$ cat src/rtl/mem_responder_pkg.sv
// Shared definitions for the memory responder: size encodings, FSM states
// and the transfer-length helper.
package mem_defs;

  localparam logic [1:0] SZ_BYTE = 2'b00;
  localparam logic [1:0] SZ_HALF = 2'b01;
  localparam logic [1:0] SZ_WORD = 2'b10;

  typedef enum logic [1:0] {
    IDLE,
    WAIT,
    XFER,
    DONE
  } state_t;

  // Number of byte transfers for a request size (reserved size maps to 1;
  // it is rejected before any transfer happens).
  function automatic logic [2:0] bytes_for_size(input logic [1:0] sz);
    case (sz)
      SZ_HALF: return 3'd2;
      SZ_WORD: return 3'd4;
      default: return 3'd1;
    endcase
  endfunction

endpackage

$ cat src/rtl/mem_responder_byte_mem.sv
// Byte-wide single-port storage: synchronous write, combinational read.
// The array is named memory so benches can preload and dump it.
module byte_mem
  import mem_defs::*;
#(
  parameter int unsigned DEPTH  = 512,
  parameter int unsigned ADDR_W = 9
) (
  input  logic              clk,
  input  logic              we,
  input  logic [ADDR_W-1:0] addr,
  input  logic [7:0]        wdata,
  output logic [7:0]        rdata
);

  logic [7:0] memory [0:DEPTH-1];

  // Write one byte at the addressed location.
  always_ff @(posedge clk) begin
    if (we) memory[addr] <= wdata;
  end

  assign rdata = memory[addr];

endmodule

$ cat src/rtl/mem_responder.sv
// Memory-side responder for the MFA/MOC handshake. Serves byte, halfword and
// word accesses against a big-endian byte array, one byte per clock, after a
// configurable number of wait cycles.
module mem_responder
  import mem_defs::*;
#(
  parameter int unsigned DEPTH       = 512,
  parameter int unsigned ADDR_W      = 9,
  parameter int unsigned WAIT_CYCLES = 1
) (
  input  logic              main_clk,
  input  logic              reset,
  input  logic              mfa,
  input  logic              rw,
  input  logic [1:0]        size,
  input  logic [ADDR_W-1:0] address,
  input  logic [31:0]       data_in,
  output logic [31:0]       data_out,
  output logic              moc,
  output logic              err
);

  state_t            state, state_next;
  logic              rw_q, rw_next;
  logic [1:0]        size_q, size_next;
  logic [ADDR_W-1:0] addr_q, addr_next;
  logic [31:0]       din_q, din_next;
  logic [31:0]       hold_q, hold_next;
  logic [31:0]       dout_next;
  logic [1:0]        bcnt, bcnt_next;
  logic [3:0]        wcnt, wcnt_next;
  logic              moc_next, err_next;

  logic              mem_we;
  logic [ADDR_W-1:0] mem_addr;
  logic [7:0]        mem_wdata, mem_rdata;
  logic [2:0]        nbytes;
  logic              last_byte;
  logic [1:0]        byte_sel;
  logic [31:0]       shifted;
  logic              req_err;

  assign nbytes    = bytes_for_size(size_q);
  assign last_byte = ({1'b0, bcnt} == (nbytes - 3'd1));
  // Big-endian: transfer k carries data_in byte (N-1-k), MSB first.
  assign byte_sel  = 2'(nbytes - 3'd1 - {1'b0, bcnt});
  assign mem_addr  = addr_q + ADDR_W'(bcnt);
  assign mem_wdata = din_q[{byte_sel, 3'b000} +: 8];
  assign shifted   = {hold_q[23:0], mem_rdata};
  assign req_err   = (size == 2'b11) ||
                     ((size == SZ_HALF) && address[0]) ||
                     ((size == SZ_WORD) && (address[1:0] != 2'b00));

  byte_mem #(
    .DEPTH (DEPTH),
    .ADDR_W(ADDR_W)
  ) byte_mem (
    .clk  (main_clk),
    .we   (mem_we),
    .addr (mem_addr),
    .wdata(mem_wdata),
    .rdata(mem_rdata)
  );

  // Register FSM state, handshake outputs, counters and the latched request.
  always_ff @(posedge main_clk) begin
    if (!reset) begin
      state    <= IDLE;
      moc      <= 1'b0;
      err      <= 1'b0;
      data_out <= '0;
      bcnt     <= '0;
      wcnt     <= '0;
      hold_q   <= '0;
      rw_q     <= 1'b0;
      size_q   <= '0;
      addr_q   <= '0;
      din_q    <= '0;
    end else begin
      state    <= state_next;
      moc      <= moc_next;
      err      <= err_next;
      data_out <= dout_next;
      bcnt     <= bcnt_next;
      wcnt     <= wcnt_next;
      hold_q   <= hold_next;
      rw_q     <= rw_next;
      size_q   <= size_next;
      addr_q   <= addr_next;
      din_q    <= din_next;
    end
  end

  // Next-state, byte transfer control and output updates.
  always_comb begin
    state_next = state;
    moc_next   = moc;
    err_next   = err;
    dout_next  = data_out;
    bcnt_next  = bcnt;
    wcnt_next  = wcnt;
    hold_next  = hold_q;
    rw_next    = rw_q;
    size_next  = size_q;
    addr_next  = addr_q;
    din_next   = din_q;
    mem_we     = 1'b0;

    case (state)
      IDLE: begin
        if (mfa) begin
          rw_next   = rw;
          size_next = size;
          addr_next = address;
          din_next  = data_in;
          bcnt_next = '0;
          wcnt_next = '0;
          hold_next = '0;
          if (req_err) begin
            moc_next   = 1'b1;
            err_next   = 1'b1;
            state_next = DONE;
          end else if (WAIT_CYCLES != 0) begin
            state_next = WAIT;
          end else begin
            state_next = XFER;
          end
        end
      end
      WAIT: begin
        if (!mfa) begin
          state_next = IDLE;
        end else if ((32'(wcnt) + 32'd1) >= WAIT_CYCLES) begin
          state_next = XFER;
        end else begin
          wcnt_next = wcnt + 4'd1;
        end
      end
      XFER: begin
        if (!mfa) begin
          state_next = IDLE;
        end else begin
          mem_we    = !rw_q && reset;
          hold_next = shifted;
          if (last_byte) begin
            if (rw_q) dout_next = shifted;
            moc_next   = 1'b1;
            state_next = DONE;
          end else begin
            bcnt_next = bcnt + 2'd1;
          end
        end
      end
      DONE: begin
        if (!mfa) begin
          moc_next   = 1'b0;
          err_next   = 1'b0;
          state_next = IDLE;
        end
      end
      default: state_next = IDLE;
    endcase
  end

endmodule

$ cat config.mk
export PLATFORM = sky130hd
export DESIGN_NAME = mem_responder
export DESIGN_NICKNAME = d
export VERILOG_FILES = /design/src/rtl/mem_responder_pkg.sv /design/src/rtl/mem_responder_byte_mem.sv /design/src/rtl/mem_responder.sv
export SDC_FILE = /design/constraint.sdc
export NUM_CORES = 2
export LEC_CHECK = 0
export ABC_CLOCK_PERIOD_IN_PS = 18600
export BUFFER_PORTS_ARGS = -buffer_cell sky130_fd_sc_hd__clkbuf_2
export CORE_ASPECT_RATIO = 0.9
export CORE_UTILIZATION = 30
export CTS_BUF_LIST = sky130_fd_sc_hd__clkbuf_4 sky130_fd_sc_hd__clkbuf_8 sky130_fd_sc_hd__clkbuf_16
export DETAILED_ROUTE_END_ITERATION = 12
export GPL_TIMING_DRIVEN = 0
export PLACE_DENSITY = 0.49
export SLEW_MARGIN = 5
export SYNTH_ARGS = -nofsm -noshare
export SYNTH_HDL_FRONTEND = slang
export SYNTH_HIERARCHICAL = 1
export SYNTH_SLANG_ARGS = --single-unit
export TNS_END_PERCENT = 1
$ cat constraint.sdc
create_clock -name main_clk -period 18.6 [get_ports main_clk]
set_clock_uncertainty 0.05 [all_clocks]
set_input_delay 2.79 -clock main_clk [delete_from_list [all_inputs] [get_ports main_clk]]
set_output_delay 2.79 -clock main_clk [all_outputs]
set_load 0.01 [all_outputs]
[After elaboration in Yosys (flattened, before gate mapping)]
Memories as Yosys holds them, arrays and structs flattened.
Cells that the tools add are included.
Cells by class
  reductions and logical operators: 20
  mux-type cells: 31
  equality and inequality tests: 19
  order comparisons: 1
  shifts and indexed selects: 1
  add/sub/neg operators: 6
Operator list (count)
  2-to-1 mux 24 bit: 2
  case mux 24 bit (2 select lines): 1
  variable part select 32 x 6 -> 8 bit: 1
  2-to-1 mux 2 bit: 10
  AND reduction 4 bit: 5
  inequality test 2 bit (second input constant): 8
  2-to-1 mux 4 bit: 3
  equality test 2 bit (second input constant): 5
  adder 9 x 2 -> 9 bit: 1
  2-to-1 mux 1 bit: 9
  case mux 2 bit (4 select lines): 1
  case mux 4 bit (2 select lines): 1
  nonzero test 2 bit: 4
  equality test 2 x 1 -> 1 bit (second input constant): 3
  inequality test 3 bit (second input constant): 2
  case mux 3 bit (2 select lines): 1
  AND reduction 6 bit: 1
  adder 4 x 1 -> 5 bit (second input constant): 1
  >= comparator 5 x 1 -> 1 bit (second input constant): 1
  adder 4 x 1 -> 4 bit (second input constant): 1
  case mux 2 bit (2 select lines): 1
  equality test 2 x 3 -> 1 bit: 1
  logical AND 1 bit: 3
  case mux 1 bit (3 select lines): 1
  10 further kinds: 11
Word-level totals
  logic and storage cells: 90
  RAM bits: 4096
  output and inout bits: 34
  bits of input ports: 47
  register bits: 110
  memories: 1
Memory list
  byte_mem.memory: words 512, bits a word 8, rd ports 1, clocked after memory_dff 0, write ports 1, line mem_responder_byte_mem.sv:16  | logic [7:0] memory [0:DEPTH-1];

[Logic depth before layout (Yosys ltp)]
  depth after elaboration: 7
  gate-level depth with buffers: 18
  depth with buffers taken out: 15

[Cells and area by module]
Netlist, hierarchy kept.
Modules (own cells, without submodules)
  byte_mem: area each 158199.2 um2, cells each 7567, times used 1, sequential area each 122998.0 um2
  mem_responder: area each 4464.3 um2, cells each 526, times used 1, sequential area each 2202.1 um2

[Least setup slack after synthesis]
No wires, ideal clock.
  kind: register to register
  from: register size_q[0]
  to: memory byte_mem.memory[0][4] (data pin)
  setup slack: -0.348 ns
  required time: 15.484 ns
  clock period less this slack: 18.948 ns
  cell stages (with the launch flop): 8
  buffers on the path: 1
  arrival time: 15.833 ns
  setup time: 3.066 ns
  cell sequence: dfxtp_1 -> inv_1 -> ha_1 -> ha_1 -> xnor2_4 -> buf_6 -> mux2i_1 -> mux2i_1
On the way
  word-level cells in the longest chain between the ends: 5
  elaborated cells between the ends (all ways): 6
  classes of those cells: add/sub: 2; eq/ne: 2; shift: 1; mux: 1
RTL lines
  from (decl): line mem_responder.sv:25  | logic [1:0] size_q, size_next;
  from (signal assigned): line mem_responder.sv:88  | size_q <= size_next;
  equality test 2 bit or equality test 2 x 1 -> 1 bit (tied branches): line mem_responder_pkg.sv:19  | case (sz)
  case mux 3 bit (2 select lines) *: line mem_responder_pkg.sv:19
  subtractor 3 x 1 -> 3 bit *: line mem_responder.sv:46  | assign byte_sel = 2'(nbytes - 3'd1 - {1'b0, bcnt});
  subtractor 2 bit *: line mem_responder.sv:46
  variable part select 32 x 6 -> 8 bit *: line mem_responder.sv:48  | assign mem_wdata = din_q[{byte_sel, 3'b000} +: 8];
  net mem_wdata[4]: line mem_responder.sv:36  | logic [7:0] mem_wdata, mem_rdata;
  to (decl): line mem_responder_byte_mem.sv:16
The timed path passes the listed nets; every way through them passes the cells marked *.

[Worst setup path in the final report]
  from: register bcnt[0]
  to: register hold_q[4]
On the way
  word-level cells in the longest chain between the ends: 4
RTL lines
  from (decl): line mem_responder.sv:30  | logic [1:0] bcnt, bcnt_next;
  from (signal assigned): line mem_responder.sv:84  | bcnt <= bcnt_next;
  adder 9 x 2 -> 9 bit: line mem_responder.sv:47  | assign mem_addr = addr_q + ADDR_W'(bcnt);
  net mem_addr[1]: line mem_responder.sv:35  | logic [ADDR_W-1:0] mem_addr;
  memory (512 x 8 bit)
  net mem_rdata[4]: line mem_responder.sv:36
  2-to-1 mux 24 bit: line mem_responder.sv:140  | if (!mfa) begin
  case mux 24 bit (2 select lines): line mem_responder.sv:109  | case (state)
  to (signal assigned): line mem_responder.sv:86  | hold_q <= hold_next;
  to (decl): line mem_responder.sv:28  | logic [31:0] hold_q, hold_next;
The timed path passes the listed nets, and every way through them passes these cells. The select of a mux whose other input is x is not followed.
A chain may end at the register's enable or synchronous reset.

==> impl_metrics.prom <==
# TYPE chip_impl_metric gauge
chip_impl_metric{name="grt_overflow_total",unit=""} 0
chip_impl_info{name="critical_path.cell_chain",value="ha_1 > inv_1 > fa_1 > inv_1 > buf_2 > buf_6 > buf_2 > buf_2 > buf_4 > buf_2 > mux2i_1 > o22ai_1 > nor4_1 > a31oi_1 > nor3_1 > nand4_1 > nand3_1 > a21oi_1"} 1
chip_impl_metric{name="postCtsHoldBufs",unit=""} 0
chip_impl_metric{name="syn2layout_area_growth",unit="%"} 18.4
chip_impl_metric{name="syn_area",unit="µm²"} 163000
chip_impl_metric{name="cp_slowest_stage_delay",unit="ns"} 1.10
chip_impl_metric{name="clockPowerShare",unit=""} 0.414
chip_impl_info{name="hold_path_class",value="reg2reg"} 1
chip_impl_metric{name="grt.total_usage",unit=""} 0.284
chip_impl_metric{name="synth.top_cell.area_share",unit=""} 0.756
chip_impl_metric{name="clock_tree.buffer_depth",unit=""} 4
chip_impl_metric{name="postRouteAntennaNets",unit=""} 0
chip_impl_info{name="cts_root_buffer",value="sky130_fd_sc_hd__clkbuf_16"} 1
chip_impl_info{name="critical_path.slowest_cell",value="sky130_fd_sc_hd__nor3_1"} 1
chip_impl_metric{name="timing.setup.tns",unit="ns"} 0
chip_impl_metric{name="tritoncts.num_buffers",unit=""} 443
chip_impl_metric{name="clk_transition_reported_paths",unit="ns"} 0.06
chip_impl_metric{name="vias_per_inst",unit=""} 6.06
chip_impl_metric{name="placed_cells_incl_taps",unit=""} 15600
chip_impl_metric{name="routed-via-count",unit=""} 100000
chip_impl_metric{name="drive_gt1_frac",unit=""} 0.245
chip_impl_info{name="synth_flop_cell",value="sky130_fd_sc_hd__edfxtp_1"} 1
chip_impl_info{name="grt_setup_unrepaired",value="no"} 1
chip_impl_metric{name="fillers",unit=""} 50000
chip_impl_metric{name="cts_post_setup_buffers_inserted",unit=""} 0
chip_impl_metric{name="cts_repair_resize_count",unit=""} 0
chip_impl_metric{name="final_max_slew_viol_count",unit=""} 125
chip_impl_info{name="failed_checks",value="max-capacitance violations, max-slew violations"} 1
chip_impl_metric{name="critPathMaxFanout",unit=""} 10
chip_impl_metric{name="cts_htree_levels",unit=""} 5
chip_impl_metric{name="worst_slew_pin_slew",unit="ns"} 1.67
chip_impl_info{name="yosys.cell_count.top_type",value="sky130_fd_sc_hd__edfxtp_1"} 1
chip_impl_metric{name="yosys_warnings",unit=""} 6
chip_impl_metric{name="fin_crit_sh",unit=""} 0.579
chip_impl_metric{name="synth.avg_cell_area",unit="µm²"} 20.1
chip_impl_metric{name="detail_route.iter0.violations",unit=""} 19800
chip_impl_metric{name="sw_ratio",unit=""} 0.258
chip_impl_metric{name="fp.dieH",unit="µm"} 701
chip_impl_metric{name="finalCriticalPeriod",unit="ns"} 10.77
chip_impl_metric{name="grt_first_pass_wirelength",unit="mm"} 992
chip_impl_metric{name="layout.cell_area.non_filler",unit="µm²"} 193000
chip_impl_metric{name="port_bufs",unit=""} 79
chip_impl_metric{name="num-nets-final",unit=""} 8906
chip_impl_metric{name="asyncSetResetFlopFracSynth",unit=""} 0
chip_impl_metric{name="comb_power_share",unit=""} 0.103
chip_impl_metric{name="power.ir.vdd_worst",unit="V"} 0.0000929
chip_impl_metric{name="dp_hpwl",unit="mm"} 559
chip_impl_metric{name="fp-row-count",unit=""} 256
chip_impl_metric{name="drt-total-wl",unit="mm"} 799
chip_impl_metric{name="synth-seq-area-share",unit=""} 0.770
chip_impl_metric{name="p_seq_frac",unit=""} 0.483
chip_impl_info{name="synth.top_cells.by_area",value="sky130_fd_sc_hd__edfxtp_1 (76%), sky130_fd_sc_hd__mux4_2 (11%), sky130_fd_sc_hd__mux2i_1 (2.8%), sky130_fd_sc_hd__dfxtp_1 (1.4%), sky130_fd_sc_hd__nor2_1 (1.3%)"} 1
chip_impl_metric{name="grt_max_degree",unit=""} 38
chip_impl_metric{name="max_cap_viol_count",unit=""} 16
chip_impl_metric{name="first_global_vias",unit=""} 90800
chip_impl_metric{name="power_leakage",unit="nW"} 62.2
chip_impl_metric{name="detailedPlace.worstSlack",unit="ns"} 8.67
chip_impl_metric{name="switchingPower",unit="W"} 0.00564
chip_impl_info{name="timing.critical_path.mode_cell",value="sky130_fd_sc_hd__buf_2"} 1
chip_impl_metric{name="setup_viol_count_final",unit=""} 0
chip_impl_metric{name="place_congestion",unit=""} 1.01
chip_impl_metric{name="synthesis.instances",unit=""} 8093
chip_impl_info{name="cts_tree",value="yes"} 1
chip_impl_info{name="run_status",value="finished with violations"} 1
chip_impl_metric{name="die_area",unit="µm²"} 545000
chip_impl_metric{name="floorplan.io_pins",unit=""} 81
chip_impl_info{name="synth_largest_area_cell",value="sky130_fd_sc_hd__edfxtp_1"} 1
chip_impl_metric{name="fmax",unit="MHz"} 92.9
chip_impl_metric{name="syn_nets",unit=""} 8149
chip_impl_metric{name="cellPowerDensity",unit="nW/µm²"} 114
chip_impl_info{name="timing.critical_path.from_type",value="register"} 1
chip_impl_metric{name="route.detailed.wl_per_inst",unit="µm"} 48.4
chip_impl_metric{name="floorplan.core_area",unit="µm²"} 540000
chip_impl_info{name="synth.cells.most_frequent",value="sky130_fd_sc_hd__edfxtp_1 (4096), sky130_fd_sc_hd__mux4_2 (816), sky130_fd_sc_hd__nor2_1 (560)"} 1
chip_impl_metric{name="drt_pre_antenna_iters",unit=""} 8
chip_impl_metric{name="drcViolationCount",unit=""} 0
chip_impl_metric{name="die_w",unit="µm"} 778
chip_impl_metric{name="fin_hold_ws",unit="ns"} 0.410
chip_impl_metric{name="internal_power",unit="W"} 0.0162
chip_impl_metric{name="timing.critical_path.arrival",unit="ns"} 11.65
chip_impl_metric{name="final_hold_viol_count",unit=""} 0
chip_impl_metric{name="worst_skew_pair.late_latency",unit="ns"} 1.14
chip_impl_info{name="crit_path_end_kind",value="register"} 1
chip_impl_metric{name="placed_cell_area",unit="µm²"} 178000
chip_impl_metric{name="initial_utilization",unit=""} 0.301
chip_impl_metric{name="numClockSinks",unit=""} 4206
chip_impl_metric{name="slew_headroom",unit=""} -0.111
chip_impl_metric{name="worst-endpoint-required",unit="ns"} 19.48
chip_impl_metric{name="initial_antenna_violation_count",unit=""} 131
chip_impl_metric{name="final_critical_path_setup_slack",unit="ns"} 7.83
chip_impl_metric{name="postSynthRegisterBits",unit=""} 4206
chip_impl_metric{name="synthDistinctLibCells",unit=""} 79
chip_impl_info{name="path_class",value="reg2reg"} 1
chip_impl_metric{name="number_of_enable_type_register_cells_in_the_synthesized_netlist",unit=""} 4096
chip_impl_metric{name="layout.cells.non_filler",unit=""} 16500
[registers in the layout (all words and copies together), names as in the netlist, 4 cells and up]
register and flops:
din_q 32, byte_mem/memory 4096, addr_q 9, wcnt 4
data_out 32, hold_q 24
[cell type report]
type / instances / area [µm²] / area share
Sequential cell: 4206 / 125000 / 0.650
Antenna cell: 76 / 190 / 0.000987
Inverter: 15 / 56.3 / 0.000292
Multi-Input combinational cell: 3354 / 35000 / 0.182
Tap cell: 7224 / 9040 / 0.0469
Buffer: 518 / 2810 / 0.0146
Clock inverter: 262 / 2460 / 0.0128
Clock buffer: 543 / 12000 / 0.0621
Timing Repair Buffer: 312 / 5860 / 0.0304
[per-layer routing]
metal / part of all wire / GRT usage / vias up
met4: 0.068 / 0.167 / 66
met5: 0.00055 / 0.000177 / -
li1: - / - / 35200
met2: 0.41 / 0.394 / 8996
met1: 0.37 / 0.370 / 53800
met3: 0.15 / 0.119 / 1891
[cell families (layout without fill, tap and decap cells)]
kind of cell             count (synthesis)  in the layout  synth area share
buffers and inverters                  533           1650            0.0166
XOR/XNOR                                10             10          0.000700
AND/OR/NAND/NOR                       1164           1164            0.0321
adder cells (fa/ha/maj)                  9              9          0.000738
flip-flops                            4206           4206             0.770
other                                    0             76                 0
AO/OA/AOI/OAI                          879            879            0.0377
multiplexers                          1292           1292             0.142
[worst max-delay path, delay by kind of cell, from the launching register on]
family / cells / cell delay [ns]
fa+ha+maj: 2 / 0.62
compound gates: 3 / 0.76
simple gates: 4 / 3.41
flops: 1 / 0.43
mux: 1 / 0.28
buf+inv: 8 / 4.67
[power by group through the flow]
stage	Clock [W]	Sequential (W)	Combinational [W]
after floorplan	0	0.0111	0.000755
after global placement	0	0.0114	0.00186
after detailed placement	0	0.0108	0.00214
after CTS	0.00896	0.0106	0.00215
after global routing	0.00929	0.0106	0.00220
final	0.00904	0.0106	0.00226
[metrics by stage]
stage               utilization  total power, W
floorplan                     -          0.0118
global placement          0.319          0.0133
detailed placement        0.329          0.0129
CTS                       0.356          0.0217
global route              0.356          0.0221
finish                    0.357          0.0219
[layout by cell type, fill, tap and decap left out, drive strengths merged, types with 12 or more instances in the layout]
cell type | netlist | final
bufinv | 0 | 37
nand2 | 264 | 264
a22oi | 181 | 181
nor2b | 26 | 26
mux2i | 458 | 458
diode | 0 | 76
a31oi | 77 | 77
a22o | 65 | 65
a221oi | 93 | 93
a211oi | 37 | 37
nand4 | 48 | 48
nor3b | 13 | 13
o221ai | 12 | 12
and2 | 19 | 19
nor4 | 39 | 39
inv | 15 | 28
clkbuf | 225 | 847
and3 | 26 | 26
o21ai | 81 | 81
mux2 | 18 | 18
edfxtp | 4096 | 4096
clkinv | 0 | 204
a32oi | 26 | 26
buf | 293 | 526
mux4 | 816 | 816
nor2 | 560 | 560
a21oi | 130 | 130
nor3 | 23 | 23
dfxtp | 110 | 110
nand3 | 93 | 93
o211ai | 14 | 14
o22ai | 118 | 118
[path summary, 6_finish.rpt]
path                              start                      to  slack (ns)  cells past startpoint
setup / recovery   bcnt[0]$_SDFFE_PN0P_  hold_q[4]$_SDFFE_PN0P_        7.83                     18
hold / removal    din_q[8]$_SDFFE_PN0P_   din_q[8]$_SDFFE_PN0P_        0.41                      2
setup reg to reg   bcnt[0]$_SDFFE_PN0P_  hold_q[4]$_SDFFE_PN0P_        7.83                     18
hold reg to reg   din_q[8]$_SDFFE_PN0P_   din_q[8]$_SDFFE_PN0P_        0.41                      2
Note: power is estimated with default switching activity, not from simulation.
